`src/rtl/seg7_bcd_capture.sv`:
```
// Captures a multiplexed active-low 7-segment display scan and decodes it into
// four BCD digits, publishing only complete frames and flagging a stalled scan.
module seg7_bcd_capture #(
    parameter int unsigned STABLE_CYC = 4,
    parameter int unsigned TIMEOUT    = 1024
) (
    input  logic        clk,
    input  logic        rst,
    input  logic [6:0]  seg_n,
    input  logic [3:0]  dig_sel,
    output logic [15:0] bcd,
    output logic [3:0]  blank,
    output logic [3:0]  err,
    output logic        frame_valid,
    output logic        stale
);

    localparam logic [3:0]  STABLE_C  = 4'(STABLE_CYC);
    localparam logic [15:0] TIMEOUT_C = 16'(TIMEOUT);

    // Returns {err, blank, value[3:0]} for one active-low segment pattern.
    function automatic logic [5:0] decode_seg(input logic [6:0] pat);
        logic [5:0] res;
        case (pat)
            7'h40:   res = {2'b00, 4'd0};
            7'h79:   res = {2'b00, 4'd1};
            7'h24:   res = {2'b00, 4'd2};
            7'h30:   res = {2'b00, 4'd3};
            7'h19:   res = {2'b00, 4'd4};
            7'h12:   res = {2'b00, 4'd5};
            7'h03:   res = {2'b00, 4'd6};
            7'h78:   res = {2'b00, 4'd7};
            7'h00:   res = {2'b00, 4'd8};
            7'h10:   res = {2'b00, 4'd9};
            7'h7F:   res = {2'b01, 4'h0};
            default: res = {2'b10, 4'hF};
        endcase
        return res;
    endfunction

    function automatic logic is_onehot(input logic [3:0] s);
        return (s != 4'b0000) && ((s & (s - 4'd1)) == 4'b0000);
    endfunction

    function automatic logic [1:0] sel_index(input logic [3:0] s);
        logic [1:0] idx;
        case (s)
            4'b0001: idx = 2'd0;
            4'b0010: idx = 2'd1;
            4'b0100: idx = 2'd2;
            4'b1000: idx = 2'd3;
            default: idx = 2'd0;
        endcase
        return idx;
    endfunction

    logic [6:0]  seg_r;
    logic [3:0]  sel_r;
    logic [6:0]  prev_seg_r;
    logic [3:0]  prev_sel_r;
    logic [3:0]  run_cnt_r;
    logic [15:0] idle_r;
    logic [3:0]  mask_r;
    logic [15:0] shadow_val_r;
    logic [3:0]  shadow_blank_r;
    logic [3:0]  shadow_err_r;

    logic        onehot_s;
    logic        same_s;
    logic [3:0]  run_next_s;
    logic        capture_s;
    logic [5:0]  dec_s;
    logic [1:0]  idx_s;
    logic [15:0] val_next_s;
    logic [3:0]  blank_next_s;
    logic [3:0]  err_next_s;
    logic [3:0]  mask_or_s;
    logic        frame_done_s;
    logic        timeout_s;
    logic [15:0] idle_next_s;
    logic [3:0]  mask_next_s;

    // Input sampling stage plus the previous sample used for run detection.
    always_ff @(posedge clk or posedge rst) begin
        if (rst) begin
            seg_r      <= 7'h00;
            sel_r      <= 4'b0000;
            prev_seg_r <= 7'h00;
            prev_sel_r <= 4'b0000;
        end else begin
            seg_r      <= seg_n;
            sel_r      <= dig_sel;
            prev_seg_r <= seg_r;
            prev_sel_r <= sel_r;
        end
    end

    // Run tracking, capture decision, shadow update, frame mask and idle timer.
    always_comb begin
        onehot_s     = is_onehot(sel_r);
        same_s       = (sel_r == prev_sel_r) && (seg_r == prev_seg_r);
        run_next_s   = 4'd0;
        dec_s        = decode_seg(seg_r);
        idx_s        = sel_index(sel_r);
        val_next_s   = shadow_val_r;
        blank_next_s = shadow_blank_r;
        err_next_s   = shadow_err_r;
        idle_next_s  = idle_r;
        mask_next_s  = mask_r;

        if (!onehot_s) begin
            run_next_s = 4'd0;
        end else if (!same_s) begin
            run_next_s = 4'd1;
        end else if (run_cnt_r >= STABLE_C) begin
            run_next_s = STABLE_C;
        end else begin
            run_next_s = run_cnt_r + 4'd1;
        end

        // A capture fires only on the transition into saturation, never while held there.
        capture_s = onehot_s && (run_next_s == STABLE_C) && (run_cnt_r != STABLE_C);

        if (capture_s) begin
            val_next_s[{idx_s, 2'b00} +: 4] = dec_s[3:0];
            blank_next_s[idx_s]             = dec_s[4];
            err_next_s[idx_s]               = dec_s[5];
        end else begin
            val_next_s   = shadow_val_r;
            blank_next_s = shadow_blank_r;
            err_next_s   = shadow_err_r;
        end

        mask_or_s    = mask_r | sel_r;
        frame_done_s = capture_s && (mask_or_s == 4'hF);
        timeout_s    = !capture_s && (idle_r >= (TIMEOUT_C - 16'd1));

        if (capture_s) begin
            idle_next_s = 16'd0;
        end else if (timeout_s) begin
            idle_next_s = TIMEOUT_C;
        end else begin
            idle_next_s = idle_r + 16'd1;
        end

        if (frame_done_s) begin
            mask_next_s = 4'b0000;
        end else if (capture_s) begin
            mask_next_s = mask_or_s;
        end else if (timeout_s) begin
            mask_next_s = 4'b0000;
        end else begin
            mask_next_s = mask_r;
        end
    end

    // Capture state registers.
    always_ff @(posedge clk or posedge rst) begin
        if (rst) begin
            run_cnt_r      <= 4'd0;
            idle_r         <= 16'd0;
            mask_r         <= 4'b0000;
            shadow_val_r   <= 16'h0000;
            shadow_blank_r <= 4'b0000;
            shadow_err_r   <= 4'b0000;
        end else begin
            run_cnt_r      <= run_next_s;
            idle_r         <= idle_next_s;
            mask_r         <= mask_next_s;
            shadow_val_r   <= val_next_s;
            shadow_blank_r <= blank_next_s;
            shadow_err_r   <= err_next_s;
        end
    end

    // Published frame and status outputs.
    always_ff @(posedge clk or posedge rst) begin
        if (rst) begin
            bcd         <= 16'h0000;
            blank       <= 4'hF;
            err         <= 4'h0;
            frame_valid <= 1'b0;
            stale       <= 1'b0;
        end else begin
            frame_valid <= frame_done_s;
            if (frame_done_s) begin
                bcd   <= val_next_s;
                blank <= blank_next_s;
                err   <= err_next_s;
                stale <= 1'b0;
            end else if (timeout_s) begin
                stale <= 1'b1;
            end else begin
                stale <= stale;
            end
        end
    end

endmodule

```
`config.mk`:
```
export PLATFORM = sky130hd
export DESIGN_NAME = seg7_bcd_capture
export DESIGN_NICKNAME = d
export VERILOG_FILES = /design/src/rtl/seg7_bcd_capture.sv
export SDC_FILE = /design/constraint.sdc
export NUM_CORES = 1
export LEC_CHECK = 0
export ABC_AREA = 1
export CAP_MARGIN = 25
export CORE_MARGIN = 5
export CORE_UTILIZATION = 57
export CTS_CLUSTER_SIZE = 25
export DETAILED_ROUTE_END_ITERATION = 10
export DONT_BUFFER_PORTS = 1
export PLACE_DENSITY = 0.74
export SYNTH_ARGS = -nofsm -noshare
export SYNTH_HDL_FRONTEND = slang
export SYNTH_SLANG_ARGS = --single-unit
```
`constraint.sdc`:
```
create_clock -name clk -period 2.8 [get_ports clk]
set_input_delay 0.28 -clock clk [delete_from_list [all_inputs] [get_ports clk]]
set_output_delay 0.28 -clock clk [all_outputs]
set_load 0.05 [all_outputs]
```
==> metrics.md, run 1 <==
| Metric | Value |
|---|---|
| Root buffer cell | clkbuf_8 |
| Setup Skew | about 11 ps |
| Total grt overflow | 0 |
| Fmax | ~0.42 GHz |
| CTS tree | done |
| Clock-pin slew on the worst setup and hold paths | around 100 ps |
| Max-Cap Viols | 0 |
| Inst Count DP | between 600 and 700 |
| Rows | 32 |
| Yosys reg bits | 96 |
| Fin nets | between 500 and 600 |
| Synth Area in Adders | 0.0196 |
| Worst min-delay path category | in -> async |
| Pwr dens | approximately 540 mW/mm^2 |
| Final core area utilization | 0.640 |
| GRT Overall Usage | 0.187 |
| Die span in x | between 90 and 100 microns |
| DR pass1 iterations | 4 |
| RSZ-0062 raised after global routing | no |
| Crit path DAT | ~2700 ps |
| Slew Limit Fails | 0 |
| Area growth, synth to finish | 10.2% |
| Simple-gate share of the synthesized area | 0.330 |
| CP endpoint kind | flop |
| IO Count | 39 |
| Post-CTS Setup Bufs | 0 |
| Share of cells above drive strength 1 | 0.0897 |
| Hpwl dp | 5990 microns |
| ANT cells | 0 |
| CP Max Fanout | 24 |
| # setup viols final | 0 |
| Number of global-route vias before repair | 3,251 |
| Post-synth top area cell | dfrtp_1 |
| DRT iter0 DRCs | 165 |
| Mapped cell area | approximately 0.0045 sq mm |
| PnR worst setup slack | between 400 and 500 ps |
| Most area-consuming cells after synthesis | dfrtp_1, nand2_1, inv_1 |
| IR drop worst, VDD | roughly 0.00036 V |
| First-pass GRT wire length | ~15,000 microns |
| Layout filler cell count | 659 |
| Cells after synthesis | roughly 520 |
| Status | complete, no violations |
| Worst-skew pair later-pin latency | around 370 ps |
| Cts-stage hold buffer count | 12 |
| Final Cycle Share | 0.843 |
| Via density | 5.10 |
| CTS resizes | 0 |
| CTS Buffer Depth | 2 |
| Yosys cell types | 34 |
| Die area | 0.00970 sq mm |
| Clock H-tree levels | 3 |
| Slew Limit Headroom | 0.618 |
| Final hold slack | 400 ps |
| Sequential area share after synthesis | 0.539 |
| GPL Wtd Cong | between 0.8 and 0.9 |
| Core box area | 0.00769 sq mm |
| Measured slew at the worst slew-check pin | approximately 570 ps |
| Required time worst endpoint | 3110 ps |
| Pre-CTS setup slack | ~450 ps |
| Drt wl/cell | around 13 microns |
| Initial antenna violation count | 0 |
| Kind of critical path | reg -> reg |
| Initial Util | 0.581 |
| Crit path time final | approximately 2400 ps |
| Port bufs | 0 |
| CTS Buf Count | 9 |
| Setup_tns | 0 ps |
| DRC viols | 0 |
| Yosys synthesis warning count | 0 |
| Non-Filler Instances | ~650 |
| Leakage power | 2.51 nW |
| Via count | 3,308 |
| Routed wire length | approximately 8400 microns |
| Final Hold Vio Count | 0 |
| Syn Area/Cell | approximately 8.6 sq um |
| Clock sinks | 96 |
| Post-synthesis mux area share | 0 |
| Largest net degree at the start of global routing | 64 |
| DIE HEIGHT | between 90 and 100 microns |
| Routed Antenna Nets | 0 |
| Synth top area share | 0.516 |
| Compound-Gate Fraction of Synth Area | 0.0157 |
| XOR/XNOR Fraction of Synth Area | 0.0216 |
| Largest family of logic cells by synthesized area | simple AND/OR/NAND/NOR gates |
| Startpoint types | flop |
cell type report:
cell class	instances	area (sq um)	share of cell area
Clock inverter	5	105	0.0214
Sequential cell	96	2410	0.489
Inverter	60	228	0.0463
Timing Repair Buffer	15	163	0.0330
Clock buffer	11	141	0.0287
Tap cell	102	128	0.0259
Multi-Input combinational cell	359	1750	0.356
state kept, by name (all words and copies together), names as in the netlist:
name / cells
blank: 4
seg_r: 7
prev_sel_r: 4
bcd: 16
mask_r: 4
shadow_val_r: 16
idle_r: 16
shadow_blank_r: 4
run_cnt_r: 4
prev_seg_r: 7
err: 4
frame_valid: 1
stale: 1
shadow_err_r: 4
sel_r: 4
stage by stage:
stage	cell area, sq um	power [W]
final	4920	0.00268
after global routing	4920	0.00281
after CTS	4920	0.00271
after detailed placement	4560	0.00160
after global placement	4530	0.00159
after floorplan	4480	0.00157
power by group:
part           switching [W]  internal, W
combinational       0.000109    0.0000511
clock               0.000473     0.000618
sequential         0.0000228      0.00141
metal layers:
layer | up-vias | GRT usage | wire, microns
li1 | 1656 | - | -
met1 | 1558 | 0.239 | 3740
met2 | 78 | 0.297 | 3990
met3 | 16 | 0.0616 | 521
met4 | 0 | 0.0725 | 168
met5 | - | 0 | 0
worst max-delay path, cell delays in order, from the launching register on:
cell and delay, ps:
dfrtp_1 480, inv_1 120, nand2_1 60, nand2_1 50, nand2_1 70, nor2_2 130, nand2_1 80, nor2_2 150
nand2_2 110, nor2_8 210, nand3_2 130, nor2_4 430, nand3_1 200, nand2_1 100
cell usage after synthesis:
master / instances
nand2_1: 176
dfrtp_1: 92
inv_1: 54
nand3_1: 40
nor2_1: 40
nand4_1: 21
and2_1: 12
ha_1: 7
nor2_2: 7
o21ai_0: 7
buf_6: 6
nor3_1: 6
xnor2_1: 6
nand2_2: 5
xor2_1: 5
a21oi_1: 4
buf_4: 4
dfstp_2: 4
inv_2: 4
nor2_4: 3
nor3b_1: 3
clkinv_1: 2
nand3_2: 2
a31oi_1: 1
and3_1: 1
clkbuf_1: 1
conb_1: 1
nand2_4: 1
nand3_4: 1
nand3b_1: 1
nor2_8: 1
nor4_1: 1
o21ai_2: 1
or2_2: 1
cells in the final DEF (no fill, tap or decap), drive strengths merged:
| cell type | n |
|---|---|
| nor3b | 3 |
| clkbuf | 11 |
| ha | 7 |
| xnor2 | 6 |
| o21ai | 8 |
| inv | 58 |
| dfstp | 4 |
| nor4 | 1 |
| a21oi | 4 |
| a31oi | 1 |
| and3 | 1 |
| nand2 | 182 |
| conb | 6 |
| or2 | 1 |
| dfrtp | 92 |
| clkinvlp | 2 |
| and2 | 12 |
| xor2 | 5 |
| nor2 | 51 |
| nor3 | 6 |
| clkinv | 2 |
| nand4 | 21 |
| nand3 | 43 |
| bufinv | 3 |
| nand3b | 1 |
| dlygate4sd3 | 12 |
| buf | 3 |
cell families after synthesis:
logic type                 after synthesis
and+or+nand+nor                        322
adders and majority gates                7
other                                    1
xor gates and xnor gates                11
DFF                                     96
buffers and inverters                   71
AOI/OAI and AO/OA                       13
worst paths after layout:
check                           from         end  slack [ps]  cells past startpoint
max                         sel_r[0]      bcd[5]         440                     13
min reg2reg                idle_r[0]   idle_r[0]         470                      1
min                              rst  idle_r[13]         400                      2
max reg2reg                 sel_r[0]      bcd[5]         440                     13
max in group asynchronous        rst    blank[2]        1550                      4
min in group clk           idle_r[0]   idle_r[0]         470                      1
No activity file was read; power rests on OpenSTA's default activity.
==> run 2: changes to the inputs <==
clock period = 2.1 ns   (was 2.8 ns; I/O delays follow)
==> run 2 against run 1 <==
Power grew 21%. Final area increased by 8.5%. Combinational power is 67% higher. Clock skew is 1.3 ps higher. Sequential cell count did not move. Core utilization up 5.5 points. Largest power group unchanged. Critical path depth increased by 2. The run now ends with setup timing left.
==> metrics.md, run 2 (same netlist as run 1, synthesis figures left out) <==
| Metric | Value |
|---|---|
| First-pass GRT wire length | 15,100 microns (+2.5%) |
| GRT Overall Usage | 0.194 (+0.00648) |
| Kind of critical path | reg -> reg |
| Leakage power | 2.63 nW (+5.1%) |
| Status | complete, but fails checks |
| Total grt overflow | 0 (unchanged) |
| Most frequent cells in the layout | nand2_1, dfrtp_1, inv_1 |
| Crit path time final | 2130 ps (-233 ps) |
| Slew Limit Headroom | 0.609 (-0.00918) |
| Design Area, Final | 0.00534 sq mm (+8.5%) |
| Measured slew at the worst slew-check pin | 587 ps (+16.4 ps) |
| Worst-skew pair later-pin latency | 370 ps (about the same) |
| Rows | 32 (unchanged) |
| Startpoint types | flop |
| PnR worst setup slack | -26.8 ps (-467 ps) |
| DRC viols | 0 (unchanged) |
| Top delay family on crit path | simple AND/OR/NAND/NOR gates |
| Share of cells above drive strength 1 | 0.208 (+0.118) |
| DR pass1 iterations | 4 (unchanged) |
| Crit-path slowest cell | dfrtp_2 |
| Dpl cell area | 0.00464 sq mm (+1.9%) |
| Largest net degree at the start of global routing | 50 (-22%) |
| Drt wl/cell | 13.6 microns (+4.9%) |
| Critical path buffers and inverters | 3 (+2) |
| Area growth, synth to finish | 19.6% |
| ANT cells | 0 (unchanged) |
| # setup viols final | 9 (+9) |
| Routed Antenna Nets | 0 (unchanged) |
| Clock sinks | 96 (unchanged) |
| Root buffer cell | clkbuf_8 |
| Port bufs | 0 (unchanged) |
| Die area | 0.00970 sq mm (unchanged) |
| CP endpoint kind | flop |
| Layout filler cell count | 574 (-13%) |
| CP Max Fanout | 6 (-75%) |
| Most used cell, CP | nand2_1 |
| Failing checks | setup timing |
| Hpwl dp | 6030 microns (+0.71%) |
| Clock H-tree levels | 3 (unchanged) |
| Via count | 3,453 (+4.4%) |
| Final Hold Vio Count | 0 (unchanged) |
| Core box area | 0.00769 sq mm (unchanged) |
| Slew Limit Fails | 0 (unchanged) |
| Setup_tns | -124 ps (-124 ps) |
| IR drop worst, VDD | 0.000443 V (+23%) |
| DIE HEIGHT | 98.5 microns (unchanged) |
| Critical path's largest stage delay | 460 ps (-20 ps) |
| Crit-path cells | inv_2 -> nand2_1 -> nand2_1 -> nand2_1 -> nor2_2 -> nand2_1 -> nor2_2 -> nand2_2 -> nor2_8 -> nand3_4 -> nor2_4 -> buf_12 -> clkbuf_16 -> nand3_2 -> nand2_1 |
| Crit path DAT | 2430 ps (-240 ps) |
| Largest registers | bcd (16), idle_r (16), shadow_val_r (16) |
| Max-Cap Viols | 0 (unchanged) |
| Via density | 5.12 (+0.21%) |
| DRT iter0 DRCs | 163 (-1.2%) |
| Initial antenna violation count | 0 (unchanged) |
| CTS Buffer Depth | 2 (unchanged) |
| GPL Wtd Cong | 0.901 (+9.9%) |
| Number of global-route vias before repair | 3,349 (+3.0%) |
| Final Cycle Share | 1.01 (+0.170) |
| CTS Buf Count | 9 (unchanged) |
| Initial Util | 0.581 (unchanged) |
| Most common cell after layout, fill and taps aside | nand2_1 |
| Worst min-delay path category | in -> reg |
| Die span in x | 98.5 microns (unchanged) |
| Clock-pin slew on the worst setup and hold paths | 90 ps (about the same) |
| Required time worst endpoint | 2410 ps (-700 ps) |
| Fin nets | 588 (+4.8%) |
| CTS tree | done |
| Routed wire length | 9210 microns (+9.3%) |
| Setup Skew | 12.5 ps (+1.32 ps) |
| Pwr dens | 609 mW/mm^2 (+12%) |
| RSZ-0062 raised after global routing | yes |
| Fmax | 0.470 GHz (+11%) |
| IO Count | 39 (unchanged) |
## run 2: cell types whose count changed in the layout (fill, tap and decap cells not counted), sizes merged
cell / change
buf: +22
bufinv: -3
nand3: +3
clkinv: +2
clkinvlp: +2
clkbuf: +1
## run 2: metal layers
layer / vias to the layer above / part of all wire / GRT usage
met5: - / 0 / 0
met1: 1632 / 0.44 / 0.256
met4: 0 / 0.025 / 0.0861
li1: 1725 / - / -
met2: 75 / 0.48 / 0.298
met3: 21 / 0.055 / 0.0566
## run 2: stage by stage
| step | power [W] | setup slack (ps) | hold slack (ps) | utilization | cells |
|---|---|---|---|---|---|
| final | 0.00325 | -26.8 | 389 | 0.695 | 675 |
| after global routing | 0.00340 | -174 | 384 | 0.695 | 675 |
| after CTS | 0.00324 | 6.36 | 382 | 0.645 | 660 |
| after detailed placement | 0.00216 | 1.29 | 241 | 0.604 | 631 |
| after global placement | 0.00215 | 42.0 | 241 | 0.604 | 631 |
| after floorplan | 0.00210 | 174 | 241 | - | 526 |
## run 2: final timing paths
kind | startpoint | endpoint | slack (ps) | cells past startpoint
min in group asynchronous | rst | bcd[11] | 490 | 3
max | sel_r[0] | bcd[6] | -30 | 15
min | dig_sel[1] | sel_r[1] | 390 | 1
max in group asynchronous | rst | sel_r[3] | 1160 | 3
min reg2reg | seg_r[1] | prev_seg_r[1] | 450 | 0
max reg2reg | sel_r[0] | bcd[6] | -30 | 15
## run 2: report_power, final
group          switching, W  internal [W]
Sequential        0.0000276       0.00188
Combinational      0.000170     0.0000970
Clock              0.000645      0.000434
## run 2: cell type report
cell class                 count  area, sq um  area share
inverter                      60          236      0.0443
sequential                    96         2420       0.452
tap                          102          128      0.0239
clock buffer                  10          128      0.0239
clock inverter                 6         45.0     0.00843
timing repair buffer          39          412      0.0770
multi-input combinational    362         1980       0.370
## run 2: timing repair
item,4_1_cts,5_1_grt
pin swaps,0,25
resized for setup,3,56
endpoints found under the setup margin,18,48
hold buffers,12,0
hold endpoints to repair,103,0
setup buffers,0,10
cloned,1,5
## run 2: worst register-to-register path, stage by stage, from the launching register on
cell and delay (ps):
dfrtp_2 460, inv_2 80, nand2_1 50, nand2_1 60, nand2_1 80, nor2_2 160
nand2_1 80, nor2_2 160, nand2_2 110, nor2_8 170, nand3_4 100, nor2_4 140
buf_12 140, clkbuf_16 150, nand3_2 70, nand2_1 60
==> run 3: changes to the inputs <==
SETUP_SLACK_MARGIN = 0.15   (was not set)
==> run 3 against run 2 <==
The run still ends with setup timing left. Sequential share of layout area down 2.4 points. Via count up 4.2%. Final area up 5.6%. Critical path type unchanged. Critical endpoint unchanged. Largest cell class unchanged. Largest power group unchanged. Highest routed layer unchanged.
==> metrics.md, run 3 (same netlist as run 1, synthesis figures left out) <==
| Metric | Value |
|---|---|
| # setup viols final | 6 (-3) |
| Most frequent cells in the layout | nand2_1, dfrtp_1, inv_1 |
| First-pass GRT wire length | 15,500 microns (+2.6%) |
| DRT iter0 DRCs | 220 (+35%) |
| Crit-path cells | inv_2 -> nand2_1 -> nand2_1 -> nand2_2 -> nor2_4 -> nand2_2 -> nor2_4 -> nand2_4 -> nor2_8 -> nand3_4 -> nor2_4 -> buf_12 -> clkbuf_16 -> nand3_2 -> nand2_1 |
| Clock-pin slew on the worst setup and hold paths | 90 ps (about the same) |
| Worst min-delay path category | in -> reg |
| Inst Count DP | 631 (unchanged) |
| Logic pwr share | 0.095 (+0.013) |
| Largest registers | bcd (16), idle_r (16), shadow_val_r (16) |
| Kind of critical path | reg -> reg |
| Drt wl/cell | 14.6 microns (+6.8%) |
| PnR worst setup slack | -16.7 ps (+10.1 ps) |
| Clock sinks | 96 (unchanged) |
| Share of cells above drive strength 1 | 0.273 (+0.0654) |
| ANT cells | 0 (unchanged) |
| R2r setup slk | -20 ps (about the same) |
| Die span in x | 98.5 microns (unchanged) |
| Most common cell after layout, fill and taps aside | nand2_1 |
| Final core area utilization | 0.734 (+0.0389) |
| Crit path time final | 2120 ps (-10.1 ps) |
| Leakage power | 2.71 nW (+3.0%) |
| Net Sw Power | 0.000867 W (+3.0%) |
| Initial antenna violation count | 0 (unchanged) |
| Slew Limit Headroom | 0.607 (-0.00186) |
| Non-Filler Instances | 688 (+1.9%) |
| Max-Cap Viols | 0 (unchanged) |
| Worst r2r path cells | 15 (unchanged) |
| Number of global-route vias before repair | 3,398 (+1.5%) |
| Status | complete, but fails checks |
| Slew Limit Fails | 0 (unchanged) |
| Die area | 0.00970 sq mm (unchanged) |
| Hpwl dp | 6030 microns (unchanged) |
| Via count | 3,599 (+4.2%) |
| CTS tree | done |
| Area growth, synth to finish | 26.3% |
| Root buffer cell | clkbuf_8 |
| Clock Power Share | 0.327 (-0.005) |
| Pwr dens | 585 mW/mm^2 (-3.9%) |
| Final Hold Vio Count | 0 (unchanged) |
| Final Cycle Share | 1.01 (-0.00483) |
| Via density | 5.23 (+2.3%) |
| Design Area, Final | 0.00564 sq mm (+5.6%) |
| Fmax | 0.472 GHz (+0.48%) |
| Failing checks | setup timing |
| GPL Wtd Cong | 0.901 (unchanged) |
| Core box area | 0.00769 sq mm (unchanged) |
| DR pass1 iterations | 5 (+1) |
| CTS Buffer Depth | 2 (unchanged) |
| Fin nets | 601 (+2.2%) |
| Seq pwr share | 0.578 (-0.008) |
| IR drop worst, VDD | 0.000520 V (+18%) |
| Worst r2r src | sel_r[0] |
| Worst-skew pair later-pin latency | 360 ps (about the same) |
| Total grt overflow | 0 (unchanged) |
| Required time worst endpoint | 2400 ps (about the same) |
| GRT Overall Usage | 0.199 (+0.00560) |
| Hold_sp | seg_n[5] |
| RSZ-0062 raised after global routing | yes |
| Largest net degree at the start of global routing | 50 (unchanged) |
| Setup Skew | 12.6 ps (+0.143 ps) |
| CP Capture Point | bcd[6] |
| Crit path from | sel_r[0] |
| Routed wire length | 10,000 microns (+8.8%) |
| Critical path's largest stage delay | 480 ps (+20 ps) |
| CP endpoint kind | flop |
| Startpoint types | flop |
| Sw frac | 0.263 (+0.00388) |
| Routed Antenna Nets | 0 (unchanged) |
| Dpl cell area | 0.00464 sq mm (unchanged) |
| Int Pwr | 0.00243 W (+0.93%) |
| Initial Util | 0.581 (unchanged) |
| DIE HEIGHT | 98.5 microns (unchanged) |
| IO Count | 39 (unchanged) |
| Measured slew at the worst slew-check pin | 590 ps (+2.79 ps) |
| Rows | 32 (unchanged) |
| Port bufs | 0 (unchanged) |
| CP Max Fanout | 6 (unchanged) |
| DRC viols | 0 (unchanged) |
| CTS Buf Count | 9 (unchanged) |
| Reg2reg end | bcd[6] |
| Crit path DAT | 2420 ps (about the same) |
| Clock H-tree levels | 3 (unchanged) |
| Crit-path slowest cell | dfrtp_2 |
-- run 3: changes by cell type in the layout (fill, tap and decap cells not counted), moves of 5 or more --
| cell | before | now |
|---|---|---|
| nor2_1 | 38 | 33 |
| buf_4 | 20 | 28 |
| nand2_2 | 13 | 20 |
| nand2_1 | 164 | 156 |
| nor2_4 | 4 | 11 |
| buf_6 | 1 | 6 |
-- run 3: metal layers --
| layer | track usage | wire [microns] | up-vias |
|---|---|---|---|
| met5 | 0 | 0 | - |
| met4 | 0.0819 | 222 | 0 |
| met3 | 0.0545 | 476 | 19 |
| met2 | 0.305 | 4950 | 84 |
| met1 | 0.270 | 4370 | 1745 |
| li1 | - | - | 1751 |
-- run 3: power by group through the flow --
stage                     logic [W]  clock network [W]  registers (W)
final                      0.000312            0.00108        0.00191
after global routing       0.000345            0.00118        0.00191
after CTS                  0.000254            0.00110        0.00191
after detailed placement   0.000213                  0        0.00194
after global placement     0.000206                  0        0.00194
after floorplan            0.000164                  0        0.00193
-- run 3: worst max-delay path: cells and delay by family, from the launching register on --
family	cells	cell delay, ps
buffers and inverters	3	390
and+or+nand+nor	12	1180
DFF	1	480
-- run 3: final cells by class --
class | instances | area, sq um
multi-input cells | 363 | 2180
flip-flops and latches | 96 | 2420
repair buffers | 51 | 508
well taps | 102 | 128
inverters | 60 | 240
clock inverters | 6 | 45.0
fillers | 515 | 2050
clock buffers | 10 | 128
-- run 3: what timing repair did --
action	in CTS	in global routing
gates resized for setup	13	92
buffers inserted	8	14
cloned	3	4
setup endpoints to repair	47	65
endpoints found under the hold margin	103	0
pin swaps	1	31
hold buffers	12	0
-- run 3: worst min-delay path by stage --
| stage | endpoint | cells past startpoint |
|---|---|---|
| 2_1_floorplan | seg_r[0] | 0 |
| 3_3_place_gp | seg_r[2] | 0 |
| 3_5_place_dp | seg_r[0] | 0 |
| 4_1_cts | seg_r[2] | 1 |
| 5_1_grt | sel_r[1] | 1 |
| 6_report | seg_r[5] | 1 |
-- run 3: stage by stage --
step                      power, W  setup slack, ps  hold WS (ps)  setup TNS [ps]
after floorplan            0.00210              174           241               0
after global placement     0.00215             42.0           241               0
after detailed placement   0.00216             1.29           241               0
after CTS                  0.00326              122           382               0
after global routing       0.00344             -116           386           -2830
final                      0.00330            -16.7           399           -41.0
